===== config.mk =====
export PLATFORM = sky130hd
export DESIGN_NAME = race_sequencer
export DESIGN_NICKNAME = d
export VERILOG_FILES = /design/src/rtl/race_pkg.sv /design/src/rtl/race_sequencer_bcd_timer.sv /design/src/rtl/race_sequencer.sv
export SDC_FILE = /design/constraint.sdc
export NUM_CORES = 1
export LEC_CHECK = 0
export ABC_AREA = 1
export CAP_MARGIN = 20
export CORE_UTILIZATION = 47
export CTS_CLUSTER_SIZE = 30
export DETAILED_ROUTE_END_ITERATION = 12
export GPL_TIMING_DRIVEN = 0
export HOLD_SLACK_MARGIN = 0.15
export PLACE_DENSITY = 0.69
export SLEW_MARGIN = 20
export SYNTH_ARGS = -nofsm -noshare
export SYNTH_HDL_FRONTEND = slang
export SYNTH_SLANG_ARGS = --single-unit

===== constraint.sdc =====
create_clock -name pclk -period 3.9 [get_ports pclk]
set_input_delay 0.975 -clock pclk [delete_from_list [all_inputs] [get_ports pclk]]
set_output_delay 0.975 -clock pclk [all_outputs]
set_load 0.02 [all_outputs]

===== src/rtl/race_pkg.sv =====
// Shared types and constants for the race sequencer.
// State encoding, BCD field layout, saturation values, BCD compare helper.
package race_pkg;

    typedef enum logic [1:0] {
        IDLE      = 2'b00,
        COUNTDOWN = 2'b01,
        RACE      = 2'b11,
        FINISH    = 2'b10
    } state_t;

    localparam int DIGIT_W   = 4;
    localparam int RT_DIGITS = 5;
    localparam int LT_DIGITS = 4;

    localparam int RT_CS1   = 0;
    localparam int RT_CS10  = 4;
    localparam int RT_SEC1  = 8;
    localparam int RT_SEC10 = 12;
    localparam int RT_MIN   = 16;

    localparam logic [RT_DIGITS-1:0] RT_SIX_MASK = 5'b01000;
    localparam logic [LT_DIGITS-1:0] LT_SIX_MASK = 4'b0000;

    localparam logic [19:0] RT_SAT = 20'h95999;
    localparam logic [15:0] LT_SAT = 16'h9999;

    function automatic logic bcd16_less(
        input logic [15:0] a,
        input logic [15:0] b
    );
        logic done;
        logic res;
        done = 1'b0;
        res  = 1'b0;
        for (int i = 3; i >= 0; i--) begin
            if (!done && a[i*4 +: 4] != b[i*4 +: 4]) begin
                res  = a[i*4 +: 4] < b[i*4 +: 4];
                done = 1'b1;
            end
        end
        return res;
    endfunction

endpackage


===== src/rtl/race_sequencer_bcd_timer.sv =====
// Cascaded BCD digit counter with clear, load, increment and saturation.
// Each digit wraps at 9, or at 5 where SIX_MASK marks it.
module bcd_timer
    import race_pkg::*;
#(
    parameter int DIGITS = 4,
    parameter logic [DIGITS-1:0] SIX_MASK = '0
) (
    input  logic                        clk,
    input  logic                        rst,
    input  logic                        clr,
    input  logic                        inc,
    input  logic                        load,
    input  logic [DIGITS*DIGIT_W-1:0]   load_val,
    output logic [DIGITS*DIGIT_W-1:0]   value
);

    logic [DIGITS*DIGIT_W-1:0] nxt;
    logic                      carry;
    logic                      sat;
    logic [DIGIT_W-1:0]        d;
    logic [DIGIT_W-1:0]        dmax;

    // Ripple a +1 through the digits and flag the all-at-max value
    always_comb begin
        nxt   = value;
        carry = 1'b1;
        sat   = 1'b1;
        d     = '0;
        dmax  = '0;
        for (int i = 0; i < DIGITS; i++) begin
            d    = value[i*DIGIT_W +: DIGIT_W];
            dmax = SIX_MASK[i] ? 4'd5 : 4'd9;
            if (d != dmax) sat = 1'b0;
            if (carry) begin
                if (d >= dmax) begin
                    nxt[i*DIGIT_W +: DIGIT_W] = '0;
                end else begin
                    nxt[i*DIGIT_W +: DIGIT_W] = d + 4'd1;
                    carry = 1'b0;
                end
            end
        end
    end

    // Counter register; holds at the saturation value instead of wrapping
    always_ff @(posedge clk) begin
        if (rst || clr) begin
            value <= '0;
        end else if (load) begin
            value <= load_val;
        end else if (inc && !sat) begin
            value <= nxt;
        end
    end

endmodule


===== src/rtl/race_sequencer.sv =====
// Race sequencer: 3-2-1-GO countdown, gated controls, BCD race clock, laps.
// Optional best-lap capture enabled by defining RACE_SEQ_BEST_LAP_EN.
module race_sequencer
    import race_pkg::*;
#(
    parameter int TICK_DIV      = 650000,
    parameter int STEP_TICKS    = 100,
    parameter int LAPS          = 3,
    parameter int MIN_LAP_TICKS = 500
) (
    input  logic        pclk,
    input  logic        rst,
    input  logic        game_visible,
    input  logic [3:0]  controls_in,
    input  logic        lap_cross,
    output logic [3:0]  controls_out,
    output logic [1:0]  countdown_digit,
    output logic        go_visible,
    output logic [19:0] race_time_bcd,
    output logic [2:0]  lap_count,
    output logic        race_finished,
    output logic [15:0] best_lap_bcd
);

    localparam int PW = $clog2(TICK_DIV + 1);
    localparam int SW = $clog2(STEP_TICKS + 1);
    localparam int AW = $clog2(MIN_LAP_TICKS + 1);

    state_t         state;
    logic           gv_q;
    logic [PW-1:0]  pre;
    logic [SW-1:0]  step;
    logic [AW-1:0]  age;
    logic [15:0]    lap_time;

    logic tick, start, abort, go_race, lap_ok, fin_now, enter;
    logic rt_clr, lt_clr, t_inc;

    assign tick    = pre == PW'(TICK_DIV - 1);
    assign start   = game_visible & ~gv_q;
    assign abort   = (state != IDLE) & ~game_visible;
    assign go_race = (state == COUNTDOWN) & tick
                   & (step == SW'(STEP_TICKS - 1))
                   & (countdown_digit == 2'd1);
    assign lap_ok  = (state == RACE) & game_visible & lap_cross
                   & (age >= AW'(MIN_LAP_TICKS));
    assign fin_now = lap_ok & (lap_count == 3'(LAPS - 1));
    assign enter   = abort | ((state == IDLE) & start) | go_race | fin_now;

    assign t_inc  = (state == RACE) & tick & game_visible;
    assign rt_clr = abort | go_race;
    assign lt_clr = abort | go_race | lap_ok;

    bcd_timer #(
        .DIGITS   (RT_DIGITS),
        .SIX_MASK (RT_SIX_MASK)
    ) u_race_time (
        .clk      (pclk),
        .rst      (rst),
        .clr      (rt_clr),
        .inc      (t_inc),
        .load     (1'b0),
        .load_val ('0),
        .value    (race_time_bcd)
    );

    bcd_timer #(
        .DIGITS   (LT_DIGITS),
        .SIX_MASK (LT_SIX_MASK)
    ) u_lap_time (
        .clk      (pclk),
        .rst      (rst),
        .clr      (lt_clr),
        .inc      (t_inc),
        .load     (1'b0),
        .load_val ('0),
        .value    (lap_time)
    );

    // Sequencer FSM with prescaler, step/age counters and registered outputs
    always_ff @(posedge pclk) begin
        if (rst) begin
            state           <= IDLE;
            gv_q            <= 1'b0;
            pre             <= '0;
            step            <= '0;
            age             <= '0;
            controls_out    <= '0;
            countdown_digit <= '0;
            go_visible      <= 1'b0;
            lap_count       <= '0;
            race_finished   <= 1'b0;
        end else begin
            gv_q <= game_visible;
            pre  <= (enter || tick) ? '0 : pre + PW'(1);
            if (abort) begin
                state           <= IDLE;
                step            <= '0;
                age             <= '0;
                controls_out    <= '0;
                countdown_digit <= '0;
                go_visible      <= 1'b0;
                lap_count       <= '0;
                race_finished   <= 1'b0;
            end else begin
                unique case (state)
                    IDLE: begin
                        controls_out <= '0;
                        if (start) begin
                            state           <= COUNTDOWN;
                            countdown_digit <= 2'd3;
                            step            <= '0;
                        end
                    end
                    COUNTDOWN: begin
                        controls_out <= '0;
                        if (tick) begin
                            if (step == SW'(STEP_TICKS - 1)) begin
                                step <= '0;
                                if (countdown_digit == 2'd1) begin
                                    state           <= RACE;
                                    countdown_digit <= '0;
                                    go_visible      <= 1'b1;
                                    controls_out    <= controls_in;
                                    age             <= '0;
                                end else begin
                                    countdown_digit <= countdown_digit - 2'd1;
                                end
                            end else begin
                                step <= step + SW'(1);
                            end
                        end
                    end
                    RACE: begin
                        controls_out <= controls_in;
                        if (tick && go_visible) begin
                            if (step == SW'(STEP_TICKS - 1)) begin
                                go_visible <= 1'b0;
                                step       <= '0;
                            end else begin
                                step <= step + SW'(1);
                            end
                        end
                        if (lap_ok) begin
                            lap_count <= lap_count + 3'd1;
                            age       <= '0;
                            if (fin_now) begin
                                state         <= FINISH;
                                race_finished <= 1'b1;
                                controls_out  <= '0;
                            end
                        end else if (tick && age < AW'(MIN_LAP_TICKS)) begin
                            age <= age + AW'(1);
                        end
                    end
                    FINISH: begin
                        controls_out  <= '0;
                        race_finished <= 1'b1;
                    end
                endcase
            end
        end
    end

`ifdef RACE_SEQ_BEST_LAP_EN
    logic [15:0] best;
    logic        best_vld;

    // Keep the fastest accepted lap; cleared whenever the race is idle
    always_ff @(posedge pclk) begin
        if (rst || abort || state == IDLE) begin
            best     <= '0;
            best_vld <= 1'b0;
        end else if (lap_ok) begin
            if (!best_vld || bcd16_less(lap_time, best)) begin
                best <= lap_time;
            end
            best_vld <= 1'b1;
        end
    end

    assign best_lap_bcd = best;
`else
    assign best_lap_bcd = '0;
`endif

endmodule


After elaboration in Yosys (flattened, before gate mapping)
Index checks and enable logic that the tools add are counted.
Word-level totals
  register bits after elaboration: 70
  latch bits: 0
  memory bits (writable): 0
  bits in read-only memories: 0
  input bits: 8
  output and inout port bits: 47
  logic and storage cells: 152
  memories: 0
Cells by class
  $add $sub $neg: 10
  multiply operators: 0
  div/mod/pow operators: 0
  magnitude comparators: 7
  equality and inequality tests: 21
  shift operators: 0
  multiplexer cells: 55
  bitwise operators: 18
  reduce and logical (&&, ||, !) cells: 26
Operators with widths (number)
  $mux 9: 5
  $mux 4: 10
  $mux 7: 4
  $pmux 7 s3: 1
  $add 20x1->20 const B: 1
  $add 4x1->4 const B: 5
  $eq 20x20->1 const B: 1
  $mux 2: 10
  $mux 1: 19
  $pmux 9 s2: 1
  $ge 4x4->1 const B: 4
  $ne 4x4->1 const B: 4
  $and 1x1->1: 12
  $pmux 4 s3: 1
  $reduce_and 2->1: 5
  $add 9x1->9 const B: 1
  $ge 9x9->1 const B: 1
  $lt 9x9->1 const B: 1
  $ne 2x1->1 const B: 4
  $ne 2x2->1 const B: 4
  $reduce_and 4->1: 2
  $reduce_bool 2->1: 4
  $add 7x1->7 const B: 1
  $eq 7x7->1 const B: 1
  23 further kinds: 35

Longest topological paths before layout
Gate-level depths: netlist of the first run.
  depth after elaboration: 9
  mapped depth: 13
  depth with buffers taken out: 13

Modules after synthesis
From an unflattened synthesis of the first run, not the netlist that was laid out.
Unflattened totals
  cells, all modules: 677
  area total of the unflattened synthesis: 4394.2 um^2
By module, submodules not included
  race_sequencer: instances 1, cells an instance 417, area each 2812.7 um^2, sequential area each 1001.0 um^2
  bcd_timer: instances 1, cells an instance 260, area each 1581.5 um^2, sequential area each 400.4 um^2

Worst setup path after synthesis of the first run
OpenSTA, ideal clock, no wires.
  path type: input-to-reg
  from: input port game_visible
  to: register age[0]
  setup time: 0.116 ns
  data arrival time: 1.929 ns
  required time: 3.784 ns
  slack: 1.856 ns
  stages: 9
  path buffers: 0
  cells stage by stage: inv_1 -> nor2_4 -> nand2_2 -> nor2_4 -> nor2_2 -> o21ai_4 -> nand2_4 -> o21ai_0 -> nor2_1
Between the ends
  word-level cells in the longest chain between the ends: 5
  elaborated cells on any way between the ends: 10
  those cells by class: 1 x eq/ne; 2 x mux; 5 x bitwise; 2 x reduce/logical
Ends and longest elaborated chain
  start: declaration: RTL line race_sequencer.sv:13  | input logic game_visible,
  $and 1x1->1 (2 in a row): RTL line race_sequencer.sv:45  | assign lap_ok = (state == RACE) & game_visible & lap_cross
  $and 1x1->1: RTL line race_sequencer.sv:46  | & (age >= AW'(MIN_LAP_TICKS));
  $ne 3x2->1 (no line) or $mux 9 (tied branches)
  $reduce_and 5->1 (no line) or $pmux 9 s2 (tied branches)
  end signal: assignment: RTL line race_sequencer.sv:153  | age <= age + AW'(1);
  end: declaration: RTL line race_sequencer.sv:33  | logic [AW-1:0] age;
Several ways; a longest one is shown, not always the timed one.
A chain may end at the register's enable or synchronous reset.

Worst setup path after layout of the first run
  from: input port game_visible
  to: register pre[5]
Between the ends
  word-level cells in the longest chain between the ends: 7
  elaborated cells on any way between the ends: 13
  those cells by class: 11 x bitwise; 2 x reduce/logical
Ends and longest elaborated chain
  $and 1x1->1 (tied with other cells): RTL line race_sequencer.sv:40  | assign start = game_visible & ~gv_q;
  $and 1x1->1 (on tied branches): RTL line race_sequencer.sv:48, race_sequencer.sv:41, race_sequencer.sv:45
  $or 1x1->1 or $and 1x1->1 (tied branches): RTL line race_sequencer.sv:48, race_sequencer.sv:46
  $or 1x1->1 or $and 1x1->1 (tied branches): RTL line race_sequencer.sv:48, race_sequencer.sv:47
  $or 1x1->1 (*): RTL line race_sequencer.sv:48  | assign enter = abort | ((state == IDLE) & start) | go_race | fin_now;
  $logic_or 1x1->1 (*): RTL line race_sequencer.sv:95  | pre <= (enter || tick) ? '0 : pre + PW'(1);
  $reduce_or 2->1 (no line) (*)
  end signal: assignment: RTL line race_sequencer.sv:95
  end: declaration: RTL line race_sequencer.sv:31  | logic [PW-1:0] pre;
Mark *: on every way between the ends. The rest lies on a longest branch, timed or not.

==> results of run 1 <==
-- sequential cells by signal, summed over array words and instances (netlist names) --
signal and flops:
age 9, controls_out 4, countdown_digit 2, go_visible 1, gv_q 1, lap_count 3
pre 20, race_finished 1, state 2, step 7, u_race_time.value 20
-- final timing paths --
check	cells past startpoint	slack [ns]	from	end
worst min-delay path	1	0.45	pre[0]$_SDFF_PP0_	pre[0]$_SDFF_PP0_
worst max-delay path	9	1.37	game_visible	pre[5]$_SDFF_PP0_
worst min register to register	1	0.45	pre[0]$_SDFF_PP0_	pre[0]$_SDFF_PP0_
worst max register to register	11	1.79	step[0]$_SDFFE_PP0P_	pre[5]$_SDFF_PP0_
-- cell usage in the layout (no fill, tap or decap), types with 2 or more instances in the layout --
| master | count |
|---|---|
| a21oi_1 | 33 |
| a21oi_4 | 2 |
| buf_4 | 19 |
| bufinv_16 | 2 |
| clkbuf_1 | 2 |
| clkbuf_8 | 11 |
| clkdlybuf4s50_1 | 38 |
| conb_1 | 16 |
| dfxtp_1 | 70 |
| ha_1 | 22 |
| inv_1 | 75 |
| inv_2 | 5 |
| nand2_1 | 127 |
| nand2_2 | 4 |
| nand3_1 | 52 |
| nand3_4 | 2 |
| nand4_1 | 12 |
| nor2_1 | 108 |
| nor2_2 | 3 |
| nor2_4 | 5 |
| nor3_1 | 14 |
| o21ai_0 | 6 |
| o21ai_1 | 2 |
| or2_2 | 4 |
| xnor2_1 | 9 |
| xor2_1 | 18 |
-- report_power, final --
part / switching (µW) / internal, µW / leakage [µW] / total, µW
clock network: 283 / 395 / 0.000116 / 678
logic: 363 / 197 / 0.00135 / 561
registers: 55.2 / 775 / 0.000566 / 830
-- per-stage QoR --
stage / cell area [µm²] / std cells / util / hold WS, ns / setup slack [ns]
6_report: 5030 / 788 / 0.577 / 0.447 / 1.37
5_1_grt: 5030 / 788 / 0.577 / 0.472 / 1.24
4_1_cts: 5030 / 788 / 0.577 / 0.456 / 1.32
3_5_place_dp: 4800 / 772 / 0.550 / 0.444 / 0.954
3_3_place_gp: 4800 / 772 / 0.550 / 0.431 / 1.00
2_1_floorplan: 4280 / 626 / - / 0.418 / 1.86
-- worst max-delay path, delay by kind of cell --
kind / cells / cell delay [ns]
AND/OR/NAND/NOR: 6 / 0.99
buffers and inverters: 3 / 0.80
-- cell type report --
| cell class | instances | area (µm²) |
|---|---|---|
| Fill cell | 847 | 3690 |
| Multi-Input combinational cell | 452 | 2410 |
| Sequential cell | 70 | 1400 |
| Timing Repair Buffer | 38 | 380 |
| Inverter | 81 | 304 |
| Buffer | 23 | 166 |
| Clock buffer | 11 | 151 |
| Tap cell | 108 | 135 |
| Clock inverter | 5 | 81.3 |
-- Yosys cell counts, types with 5 or more instances --
library cell  count
xor2_1           18
nand3_1          52
buf_4            19
nand4_1          12
inv_1            75
nor2_1          108
xnor2_1           9
nor3_1           14
ha_1             22
a21oi_1          33
o21ai_0           6
inv_2             5
nor2_4            5
nand2_1         127
dfxtp_1          70
-- layer usage --
metal  vias up  routed length [µm]  track usage
met5         -                   0            0
met4         0                 137       0.0758
met3        11                 326       0.0419
met2        65                4020        0.325
met1      1677                4180        0.261
li1       2016                   -            -
-- logic make-up (layout without fill, tap and decap cells) --
group           Yosys count  after routing  share of synthesized area
simple gates            341            341                      0.371
other cells               1             16                   0.000888
flops                    70             70                      0.332
fa+ha+maj                22             22                     0.0651
buf+inv                 104            158                      0.111
xor+xnor                 27             27                     0.0560
compound gates           46             46                     0.0643
==> results_dict.tcl, run 1 <==
set metrics [dict create \
    power_uw 2070 \
    dr.pass1.iters 4 \
    path_cells "clkdlybuf4s50_1 -> inv_1 -> nor2_4 -> nand2_2 -> nor2_4 -> nand3_1 -> nand3_1 -> buf_4 -> nor2_1" \
    synth_seq_cells 70 \
    synth_area_leaders "dfxtp_1, nand2_1, nor2_1" \
    cp-start-kind "input port" \
    hp-class "flop to flop" \
    clock_latency_ns 0.35 \
    start_util 0.485 \
    outcome "completed" \
    drt-initial-drc-count 136 \
    coreArea_um2 8720 \
    drc 0 \
    synth_edf_count 0 \
    max_freq_mhz 395 \
    row_count 34 \
    wl_per_cell_um 11.0 \
    ant_nets 0 \
    cp.arrival_ns 2.78 \
    synthArstFlopShare 0 \
    cp_slowest_cell "clkdlybuf4s50_1" \
    setup.worst_path.class "input port to flop" \
    via_per_inst 4.78 \
    powerDensity_nw_per_um2 411 \
    die_x_um 96.8 \
    ctsResizeCount 0 \
    cap_violations 0 \
    die_h_um 96.8 \
    dieArea_um2 9370 \
    grt_pass1_wl_um 15600 \
    required_ns 4.14 \
    path_clk_slew_ns 0.07 \
    avgSynthCellArea_um2 6.92 \
    cts_made_buffers 9 \
    fin_nets 705 \
    period_needed_ns 2.53 \
    cts_sinks 70 \
    p_leak_uw 0.00203 \
    end_kind "flop" \
    synth.largest_area_cell "dfxtp_1" \
    ios 55 \
    seq_area_frac_synth 0.332 \
    netlist_area_um2 4230 \
    yosysTopAreaCellShare 0.332 \
    grt_util_all_layers 0.200 \
    synth-main-ff-cell "dfxtp_1" \
    drive_gt1_frac 0.103 \
    place_hpwl_um 6490 \
    grt_overflow 0 \
    slew_violations 0 \
    max_stage_delay_ns 0.50 \
    synth.distinct_cells 39 \
    yosysWarnings 0 \
    finalCritPeriodShare 0.650 \
    grt_max_degree 13 \
    fin_skew_ns 0.0120 \
    rsz0062_at_grt "false" \
    finalHoldViolations 0 \
    portBuffers 38 \
    cts-htree-levels 3 \
    post_cts_buffers 0 \
    wl_um 8660 \
    holdBufCountCts 0 \
    peakVddDrop_mv 0.326 \
    route.vias.total 3769 \
    grt_pass1_vias 3544 \
    finalSetupViolations 0 \
    antenna_found_initial 0 \
    diodes 0 \
    gp_congestion 0.875 \
    worstPathMaxFanout 10 \
    final.setup.tns_ns 0 \
    cts_tree "yes" \
    syn_inst 611 \
    clk_path_buf_depth 2 \
    area_growth_pct 19.0 \
    root_buffer "clkbuf_8" \
]
Note: power is estimated with default switching activity, not from simulation.
==> inputs of run 2 (changes only) <==
--- a/config.mk
+++ b/config.mk
@@ -12,7 +12,7 @@
 export DETAILED_ROUTE_END_ITERATION = 12
 export GPL_TIMING_DRIVEN = 0
 export HOLD_SLACK_MARGIN = 0.15
-export PLACE_DENSITY = 0.69
+export PLACE_DENSITY = 0.71
 export SLEW_MARGIN = 20
 export SYNTH_ARGS = -nofsm -noshare
 export SYNTH_HDL_FRONTEND = slang
==> constraint.sdc (replaced) <==
create_clock -name pclk -period 2.1 [get_ports pclk]
set_input_delay 0.525 -clock pclk [delete_from_list [all_inputs] [get_ports pclk]]
set_output_delay 0.525 -clock pclk [all_outputs]
set_load 0.02 [all_outputs]
==> run 2 against run 1 <==
Global-route usage rose by 0.19 points. Count of clock-buffer cells in the layout increased by 2. Cell count rose by 0.76%. Total power increased by 80%. Die area stayed put. Sequential power is 86% higher.
==> results_dict.tcl, run 2 (same netlist as run 1, synthesis figures left out) <==
set metrics [dict create \
    hold_ws_ns 0.457 \
    finalHoldViolations 0 \
    clock_latency_ns 0.34 \
    cts-htree-levels 3 \
    rsz0062_at_grt "false" \
    cts_made_buffers 9 \
    seqCellArea_um2 1400 \
    hold_end "pre[0]$_SDFF_PP0_" \
    slew_violations 0 \
    antenna_found_initial 0 \
    grt_max_degree 12 \
    start_util 0.485 \
    hp-start "pre[0]$_SDFF_PP0_" \
    grt_pass1_vias 3631 \
    hp-class "flop to flop" \
    grt_pass1_wl_um 15800 \
    fillers 825 \
    gp_congestion 0.837 \
    powerDensity_nw_per_um2 733 \
    cts_tree "yes" \
    die_x_um 96.8 \
    p_leak_uw 0.00205 \
    cp-start-kind "input port" \
    finalSetupViolations 0 \
    route.vias.total 3897 \
    place_area_um2 4800 \
    cap_violations 0 \
    drt-initial-drc-count 209 \
    hold_path_depth 1 \
    coreArea_um2 8720 \
    final_common_cell "nand2_1" \
    path_clk_slew_ns 0.07 \
    via_per_inst 4.91 \
    row_count 34 \
    drc 0 \
    place_inst 772 \
    required_ns 2.34 \
    place_hpwl_um 6740 \
    die_h_um 96.8 \
    r2r_end "u_race_time.value[15]$_SDFFE_PP0P_" \
    r2r_start "u_race_time.value[1]$_SDFFE_PP0P_" \
    final_cells 794 \
    drive_gt1_frac 0.121 \
    area_growth_pct 20.3 \
    worstPathMaxFanout 9 \
    max_freq_mhz 500 \
    wl_per_cell_um 11.4 \
    fin_skew_ns 0.00933 \
    outcome "completed" \
    cts_sinks 70 \
    multi_input_area_um2 2440 \
    peakVddDrop_mv 0.624 \
    dr.pass1.iters 6 \
    largestRegisters "pre: 20 flops, u_race_time.value: 20 flops, age: 9 flops" \
    period_needed_ns 2.00 \
    fin_nets 711 \
    holdBufCountCts 0 \
    ant_nets 0 \
    final_area_um2 5080 \
    root_buffer "clkbuf_8" \
    portBuffers 38 \
    power_uw 3720 \
    rrSetupSlack_ns 0.19 \
    r2r_cells 13 \
    cp.arrival_ns 2.24 \
    grt_overflow 0 \
    dieArea_um2 9370 \
    end_kind "flop" \
    grt_util_all_layers 0.202 \
    finalCritPeriodShare 0.952 \
    ios 55 \
    setup.worst_path.class "input port to flop" \
    clk_path_buf_depth 2 \
    mostFrequentLayoutCells "nand2_1, nor2_1, inv_1" \
    wl_um 9090 \
    diodes 0 \
]
==> run 2: area by class of cell <==
| cell class | count | area share |
|---|---|---|
| repair buffers | 44 | 0.0837 |
| clock inverters | 3 | 0.00837 |
| plain buffers | 23 | 0.0328 |
| multi-input cells | 452 | 0.481 |
| clock buffers | 13 | 0.0313 |
| flip-flops and latches | 70 | 0.276 |
| well taps | 108 | 0.0266 |
| inverters | 81 | 0.0598 |
==> run 2: power breakdown <==
part | leakage [µW] | internal (µW) | total, µW | switching (µW)
clock | 0.0000996 | 613 | 1130 | 513
combinational | 0.00138 | 371 | 1050 | 682
sequential | 0.000567 | 1440 | 1540 | 104
total | 0.00205 | 2420 | 3720 | 1300
==> run 2: per-layer routing <==
layer / vias to the layer above / share of wire / GRT usage
met1: 1767 / 0.47 / 0.262
met4: 0 / 0.021 / 0.0804
met3: 17 / 0.039 / 0.0405
met2: 90 / 0.47 / 0.330
met5: - / 0 / 0
li1: 2023 / - / -
==> run 2: timing repair <==
item                                    in CTS  in global routing
resized for setup                            1                 11
endpoints found under the setup margin      20                 49
setup buffers                                0                  6
pin swaps                                    0                  2
cloned                                       0                  0
==> run 2: worst max path at each step <==
stage	start	end	cells past startpoint
after global placement	game_visible	pre[16]$_SDFF_PP0_	9
after CTS	game_visible	pre[17]$_SDFF_PP0_	9
after floorplan	u_race_time.value[0]$_SDFFE_PP0P_	u_race_time.value[12]$_SDFFE_PP0P_	12
final	game_visible	age[0]$_SDFFE_PP0P_	10
after global routing	u_race_time.value[16]$_SDFFE_PP0P_	u_race_time.value[0]$_SDFFE_PP0P_	9
after detailed placement	game_visible	pre[15]$_SDFF_PP0_	9
==> run 2: worst max-delay path, cell delays in order <==
cell and delay, ns:
clkdlybuf4s50_1 0.52, inv_1 0.11, nor2_4 0.17, nand2_2 0.08, nor2_4 0.19, nor2_2 0.12, o21ai_4 0.15, nand2_4 0.14
o21ai_0 0.17, nor2_1 0.05
==> run 2: metrics by stage <==
step                utilization  TNS, ns  setup WS [ns]
detailed placement        0.550   -15.87         -0.367
floorplan                     -        0          0.235
CTS                       0.574        0        0.00211
global placement          0.550   -14.18         -0.354
global route              0.583        0        0.00499
finish                    0.583        0          0.102
